[src/rtl/digit_serial_adder_if.sv]
// Operand/result bundle for digit_serial_adder. Both sides use valid/ready:
// a transfer happens on a posedge where valid and ready are both high.
interface digit_serial_adder_if #(
  parameter int WIDTH = 16
);
  // Handshake: the producer raises valid and holds its payload stable until
  // the edge where ready is also high. Ready never depends on valid.
  logic             in_valid;
  logic             in_ready;
  logic [WIDTH-1:0] a;
  logic [WIDTH-1:0] b;
  logic             cin;
  logic             out_valid;
  logic             out_ready;
  logic [WIDTH-1:0] sum;
  logic             cout;
  logic             ovf;
  logic             busy;
  logic [1:0]       dbg_state;

  modport master (
    output in_valid, a, b, cin, out_ready,
    input  in_ready, out_valid, sum, cout, ovf, busy, dbg_state
  );

  modport slave (
    input  in_valid, a, b, cin, out_ready,
    output in_ready, out_valid, sum, cout, ovf, busy, dbg_state
  );
endinterface

[src/rtl/digit_serial_adder.sv]
// Multi-cycle adder: WIDTH-bit a + b + cin computed DIGIT bits per clock
// through one registered DIGIT-wide adder, LSB digit first.
module digit_serial_adder #(
  parameter int WIDTH = 16,
  parameter int DIGIT = 4
) (
  input logic              clk,
  input logic              rst,
  digit_serial_adder_if.slave bus
);
  localparam int N  = WIDTH / DIGIT;
  localparam int CW = (N > 1) ? $clog2(N) : 1;

  localparam logic [1:0] IDLE = 2'd0;
  localparam logic [1:0] RUN  = 2'd1;
  localparam logic [1:0] DONE = 2'd2;

  logic [1:0]       state;
  logic [WIDTH-1:0] a_sr;
  logic [WIDTH-1:0] b_sr;
  logic [WIDTH-1:0] sum_sr;
  logic             carry;
  logic [CW-1:0]    cnt;
  logic [WIDTH-1:0] sum_q;
  logic             cout_q;
  logic             ovf_q;

  logic [DIGIT:0]   dsum;
  logic             c_msb;
  logic             last;
  logic [WIDTH-1:0] sum_next;

  // One digit of the ripple chain; the carry into the digit's top bit is
  // recovered from the sum bit so ovf needs no separate chain.
  always_comb begin
    dsum  = {1'b0, a_sr[DIGIT-1:0]} + {1'b0, b_sr[DIGIT-1:0]}
          + {{DIGIT{1'b0}}, carry};
    c_msb = dsum[DIGIT-1] ^ a_sr[DIGIT-1] ^ b_sr[DIGIT-1];
    last  = (cnt == CW'(N - 1));
  end

  // New digit enters at the top; after N shifts the LSB digit sits at bit 0.
  always_comb begin
    sum_next                    = sum_sr >> DIGIT;
    sum_next[WIDTH-1 -: DIGIT]  = dsum[DIGIT-1:0];
  end

  always_ff @(posedge clk) begin
    if (rst) begin
      state  <= IDLE;
      a_sr   <= '0;
      b_sr   <= '0;
      sum_sr <= '0;
      carry  <= 1'b0;
      cnt    <= '0;
      sum_q  <= '0;
      cout_q <= 1'b0;
      ovf_q  <= 1'b0;
    end else begin
      case (state)
        IDLE: begin
          if (bus.in_valid) begin
            a_sr  <= bus.a;
            b_sr  <= bus.b;
            carry <= bus.cin;
            cnt   <= '0;
            state <= RUN;
          end
        end
        RUN: begin
          a_sr   <= a_sr >> DIGIT;
          b_sr   <= b_sr >> DIGIT;
          sum_sr <= sum_next;
          carry  <= dsum[DIGIT];
          cnt    <= cnt + 1'b1;
          if (last) begin
            // Published result only changes here, so it survives hand-off.
            sum_q  <= sum_next;
            cout_q <= dsum[DIGIT];
            ovf_q  <= c_msb ^ dsum[DIGIT];
            state  <= DONE;
          end
        end
        DONE: begin
          if (bus.out_ready) state <= IDLE;
        end
        default: state <= IDLE;
      endcase
    end
  end

  assign bus.in_ready  = (state == IDLE);
  assign bus.out_valid = (state == DONE);
  assign bus.busy      = (state == RUN) || (state == DONE);
  assign bus.sum       = sum_q;
  assign bus.cout      = cout_q;
  assign bus.ovf       = ovf_q;
  assign bus.dbg_state = state;
endmodule

[src/flat_wrapper.sv]
// flat-port wrapper written by rule: the top's interface ports become plain ports
module digit_serial_adder_flat 
#(
  parameter int WIDTH = 16,
  parameter int DIGIT = 4
)
  (clk, rst, bus_in_valid, bus_a, bus_b, bus_cin, bus_out_ready, bus_in_ready, bus_out_valid, bus_sum, bus_cout, bus_ovf, bus_busy, bus_dbg_state);
  digit_serial_adder_if #(.WIDTH(WIDTH)) bus_i ();
  input logic clk;
  input logic rst;
  input wire logic [$bits(bus_i.in_valid)-1:0] bus_in_valid;
  input wire logic [$bits(bus_i.a)-1:0] bus_a;
  input wire logic [$bits(bus_i.b)-1:0] bus_b;
  input wire logic [$bits(bus_i.cin)-1:0] bus_cin;
  input wire logic [$bits(bus_i.out_ready)-1:0] bus_out_ready;
  output wire logic [$bits(bus_i.in_ready)-1:0] bus_in_ready;
  output wire logic [$bits(bus_i.out_valid)-1:0] bus_out_valid;
  output wire logic [$bits(bus_i.sum)-1:0] bus_sum;
  output wire logic [$bits(bus_i.cout)-1:0] bus_cout;
  output wire logic [$bits(bus_i.ovf)-1:0] bus_ovf;
  output wire logic [$bits(bus_i.busy)-1:0] bus_busy;
  output wire logic [$bits(bus_i.dbg_state)-1:0] bus_dbg_state;
  assign bus_i.in_valid = bus_in_valid;
  assign bus_i.a = bus_a;
  assign bus_i.b = bus_b;
  assign bus_i.cin = bus_cin;
  assign bus_i.out_ready = bus_out_ready;
  assign bus_in_ready = bus_i.in_ready;
  assign bus_out_valid = bus_i.out_valid;
  assign bus_sum = bus_i.sum;
  assign bus_cout = bus_i.cout;
  assign bus_ovf = bus_i.ovf;
  assign bus_busy = bus_i.busy;
  assign bus_dbg_state = bus_i.dbg_state;
  digit_serial_adder #(.WIDTH(WIDTH), .DIGIT(DIGIT)) u_core (.clk(clk), .rst(rst), .bus(bus_i));
endmodule
[config.mk]
export PLATFORM = sky130hd
export DESIGN_NAME = digit_serial_adder_flat
export DESIGN_NICKNAME = d
export VERILOG_FILES = /design/src/rtl/digit_serial_adder_if.sv /design/src/rtl/digit_serial_adder.sv /design/src/flat_wrapper.sv
export SDC_FILE = /design/constraint.sdc
export NUM_CORES = 1
export LEC_CHECK = 0
export CORE_MARGIN = 3
export CORE_UTILIZATION = 51
export DETAILED_ROUTE_END_ITERATION = 10
export PLACE_DENSITY = 0.79
export SLEW_MARGIN = 5
export SYNTH_ARGS = -nofsm -noshare
export SYNTH_HDL_FRONTEND = slang
export SYNTH_SLANG_ARGS = --single-unit
export TNS_END_PERCENT = 30
[constraint.sdc]
create_clock -name clk -period 2.02 [get_ports clk]
set_input_delay 0.404 -clock clk [delete_from_list [all_inputs] [get_ports clk]]
set_output_delay 0.404 -clock clk [all_outputs]
set_load 0.005 [all_outputs]
==> metrics.txt <==
# TYPE chip_impl_metric gauge
chip_impl_info{name="outcome",value="complete, no violations"} 1
chip_impl_metric{name="timing_hold_violations_final",unit=""} 0
chip_impl_metric{name="setup-violations-final",unit=""} 0
chip_impl_metric{name="synth.cell_area",unit="mm²"} 0.00299
chip_impl_metric{name="hold_fix_buffer_count_after_cts",unit=""} 0
chip_impl_metric{name="grt_start_max_net_pins",unit=""} 49
chip_impl_metric{name="synth_warn",unit=""} 0
chip_impl_metric{name="critical_path_depth",unit=""} 3
chip_impl_metric{name="routed_wire_length_per_instance",unit="µm"} 13.6
chip_impl_metric{name="antenna_cells",unit=""} 0
chip_impl_info{name="ctsRootBufferMaster",value="sky130_fd_sc_hd__clkbuf_8"} 1
chip_impl_metric{name="detail_route.first_pass.iterations",unit=""} 4
chip_impl_metric{name="avgSynthCellArea",unit="µm²"} 9.36
chip_impl_metric{name="synth_sequential_area_ratio",unit="%"} 44.8
chip_impl_metric{name="timing.critical_path.fanout_max",unit=""} 8
chip_impl_metric{name="yosys.area_share.adder",unit="%"} 4.26
chip_impl_metric{name="worst_setup_hold_path_clk_slew",unit="ps"} 70
chip_impl_metric{name="cp_slowest_stage_delay",unit="ps"} 510
chip_impl_metric{name="cap_violations",unit=""} 0
chip_impl_metric{name="synth_fp_nets",unit=""} 366
chip_impl_metric{name="gate_count_of_the_mapped_netlist",unit=""} 320
chip_impl_info{name="critPathLaunch",value="u_core.bus.dbg_state[0]$_SDFFE_PP0P_"} 1
chip_impl_metric{name="critical_path.n_buffers_inverters",unit=""} 2
chip_impl_metric{name="design.core.area",unit="mm²"} 0.00561
chip_impl_info{name="synth_flop_cell",value="sky130_fd_sc_hd__dfxtp_1"} 1
chip_impl_metric{name="timing.hold.worst_path_depth",unit=""} 2
chip_impl_metric{name="maxSlewHeadroom",unit="%"} 57.6
chip_impl_metric{name="p_per_area",unit="mW/mm²"} 915
chip_impl_metric{name="die-area",unit="mm²"} 0.00683
chip_impl_metric{name="clock_sinks",unit=""} 67
chip_impl_info{name="rsz0062_at_grt",value="no"} 1
chip_impl_info{name="worst_hold_startpoint",value="u_core.bus.sum[12]$_SDFFE_PP0P_"} 1
chip_impl_info{name="crit_family",value="buffers and inverters"} 1
chip_impl_metric{name="hpwl",unit="µm"} 4340
chip_impl_metric{name="postSynthRegisterBits",unit=""} 67
chip_impl_metric{name="first_global_vias",unit=""} 2242
chip_impl_info{name="layout.cells.most_common",value="sky130_fd_sc_hd__dfxtp_1"} 1
chip_impl_metric{name="tightest_slew",unit="ps"} 635
chip_impl_metric{name="placed_cell_area",unit="mm²"} 0.00363
chip_impl_info{name="cp_cell_sequence",value="inv_1 -> ha_4 -> clkdlybuf4s50_1"} 1
chip_impl_metric{name="start_util",unit="%"} 53.4
chip_impl_info{name="holdCritPathClass",value="reg -> reg"} 1
chip_impl_metric{name="die_span_in_y",unit="µm"} 82.6
chip_impl_metric{name="worst_clock_skew",unit="ps"} 10.2
chip_impl_metric{name="viasPerCell",unit=""} 5.22
chip_impl_metric{name="syn_to_final_growth",unit="%"} 29.2
chip_impl_metric{name="drtIter0Drc",unit=""} 97
chip_impl_metric{name="routabilityCongestion",unit=""} 0.831
chip_impl_metric{name="rows",unit=""} 27
chip_impl_metric{name="post_synth_num_cell_types",unit=""} 31
chip_impl_metric{name="min_period_over_period",unit="%"} 93.6
chip_impl_metric{name="dp_slack",unit="ps"} 73.2
chip_impl_info{name="worstSetupEndpointType",value="output pin"} 1
chip_impl_metric{name="share_of_synthesized_cell_area_in_and_or_nand_and_nor_gates",unit="%"} 14.9
chip_impl_info{name="timing.setup.critical_path_class",value="reg -> out"} 1
chip_impl_metric{name="wl",unit="µm"} 6140
chip_impl_metric{name="buffers_inserted_by_post_cts_timing_repair",unit=""} 0
chip_impl_metric{name="synth_compound_area_share",unit="%"} 17.3
chip_impl_info{name="clock_tree_from_tritoncts",value="built"} 1
chip_impl_metric{name="drc",unit=""} 0
chip_impl_metric{name="period_needed",unit="ps"} 1890
chip_impl_metric{name="finalInstanceArea",unit="mm²"} 0.00387
chip_impl_metric{name="fmax",unit="GHz"} 0.529
chip_impl_metric{name="multi_input_area",unit="mm²"} 0.00154
chip_impl_metric{name="num-nets-final",unit=""} 421
chip_impl_info{name="crit-reg2reg-launch",value="u_core.carry$_SDFFE_PP0P_"} 1
chip_impl_metric{name="floorplan.die.width",unit="µm"} 82.6
chip_impl_metric{name="grt_antenna_before_repair",unit=""} 0
chip_impl_metric{name="synth_mux_area_share",unit="%"} 12.0
chip_impl_metric{name="fillerInstances",unit=""} 455
chip_impl_metric{name="max-clock-path-buffers",unit=""} 2
chip_impl_metric{name="vdd_ir_drop_max",unit="mV"} 0.540
chip_impl_metric{name="tns",unit="ps"} 0
chip_impl_metric{name="asyncSetResetFlopFracSynth",unit="%"} 0
chip_impl_metric{name="finalWorstSetupSlack",unit="ps"} 128
chip_impl_metric{name="post_synth_edffs",unit=""} 0
chip_impl_metric{name="register_area",unit="mm²"} 0.00135
chip_impl_metric{name="final_layout_size_suffix_gt1_share",unit="%"} 14.7
chip_impl_metric{name="grt_util_all_layers",unit="%"} 19.7
chip_impl_metric{name="global_route_wire_length_before_repair",unit="µm"} 10300
chip_impl_metric{name="timing.critical_path.arrival",unit="ps"} 1490
chip_impl_info{name="cpMaxStageDelayCell",value="sky130_fd_sc_hd__clkdlybuf4s50_1"} 1
chip_impl_metric{name="synth-xor-area-share",unit="%"} 1.46
chip_impl_metric{name="cts_htree_levels",unit=""} 3
chip_impl_metric{name="clock_insertion_delay_worst_skew",unit="ps"} 330
chip_impl_info{name="synth_top_family_by_area",value="compound AO/OA/AOI/OAI gates"} 1
chip_impl_metric{name="port_buffers",unit=""} 59
chip_impl_metric{name="overflow",unit=""} 0
chip_impl_info{name="layout_common_cells",value="sky130_fd_sc_hd__dfxtp_1, sky130_fd_sc_hd__clkdlybuf4s50_1, sky130_fd_sc_hd__nor2_1"} 1
chip_impl_metric{name="dr_total_vias",unit=""} 2360
chip_impl_metric{name="drt.antenna.violating_nets",unit=""} 0
chip_impl_metric{name="critPathRequiredTime",unit="ps"} 1620
chip_impl_metric{name="finalMaxSlewViolations",unit=""} 0
chip_impl_metric{name="reg2regPathDepth",unit=""} 8
chip_impl_metric{name="boundaryPins",unit=""} 60
chip_impl_metric{name="cellLeakagePower",unit="nW"} 1.44
chip_impl_info{name="crit_path_start_kind",value="flip-flop"} 1
chip_impl_metric{name="numCtsBuffers",unit=""} 9
through the flow:
step                      util [%]  hold slack [ps]  total power (W)  cells
after floorplan                  -              431          0.00223    320
after global placement        64.7              441          0.00243    436
after detailed placement      64.7              447          0.00246    436
after CTS                     68.2              443          0.00353    452
after global routing          69.0              475          0.00373    452
final                         69.0              454          0.00354    452
state kept, by name, indices dropped and copies added, names as in the netlist:
name / count
u_core.a_sr: 16
u_core.b_sr: 16
u_core.bus.cout: 1
u_core.bus.dbg_state: 2
u_core.bus.ovf: 1
u_core.bus.sum: 16
u_core.carry: 1
u_core.cnt: 2
u_core.sum_sr: 12
cell usage after synthesis, drive strengths merged, types with 2 or more instances:
cell	number	area (µm²)
a211oi	27	303
buf	13	88.8
nand2b	7	43.8
fa	2	40.0
nor3	2	10.0
ha	7	87.6
nand3	5	25.0
inv	7	26.3
clkbuf	10	41.3
mux2i	36	360
o21ai	2	10.0
a21oi	30	150
nand2	32	120
a22oi	3	22.5
dfxtp	67	1340
nor2	57	221
xnor2	5	43.8
repair_timing:
| item | 4_1_cts | 5_1_grt |
|---|---|---|
| gates resized for setup | 3 | 10 |
| endpoints found under the setup margin | 1 | 3 |
| pin swaps | 0 | 3 |
cell type report:
| class | instances | area share, % |
|---|---|---|
| clock buffers | 10 | 3.30 |
| inverters | 7 | 0.679 |
| flip-flops and latches | 67 | 34.9 |
| well taps | 72 | 2.33 |
| multi-input cells | 223 | 39.7 |
| clock inverters | 6 | 1.71 |
| repair buffers | 67 | 17.4 |
worst paths after layout:
kind                                                        end  slack (ps)
worst min-delay path            u_core.bus.sum[12]$_SDFFE_PP0P_         450
worst min register to register  u_core.bus.sum[12]$_SDFFE_PP0P_         450
worst max-delay path                               bus_in_ready         130
worst max register to register      u_core.bus.ovf$_SDFFE_PP0P_         150
tightest hold or removal path, stage by stage, from the launching register on:
cell	delay, ps
sky130_fd_sc_hd__dfxtp_1	310
sky130_fd_sc_hd__nand2_1	50
sky130_fd_sc_hd__a21oi_1	50
routing by layer:
metal  wire [µm]  vias to the layer above  track usage (%)
li1            -                     1206                -
met1        2990                     1087             26.4
met2        2760                       55             30.1
met3         283                       12             4.88
met4         102                        0             8.50
met5           0                        -                0
where the power goes:
part           internal [W]  total [W]  switching [W]  leakage [nW]
Combinational      0.000440   0.000920       0.000480         0.790
Clock              0.000572    0.00107       0.000502         0.100
Sequential          0.00145    0.00154      0.0000890         0.550
Total               0.00247    0.00354        0.00107          1.44
logic make-up after synthesis:
kind of cell    count (synthesis)
compound gates                 66
xor+xnor                        5
fa+ha+maj                       9
buf+inv                        30
flops                          67
mux                            36
simple gates                  107
No activity file was read; power rests on OpenSTA's default activity.
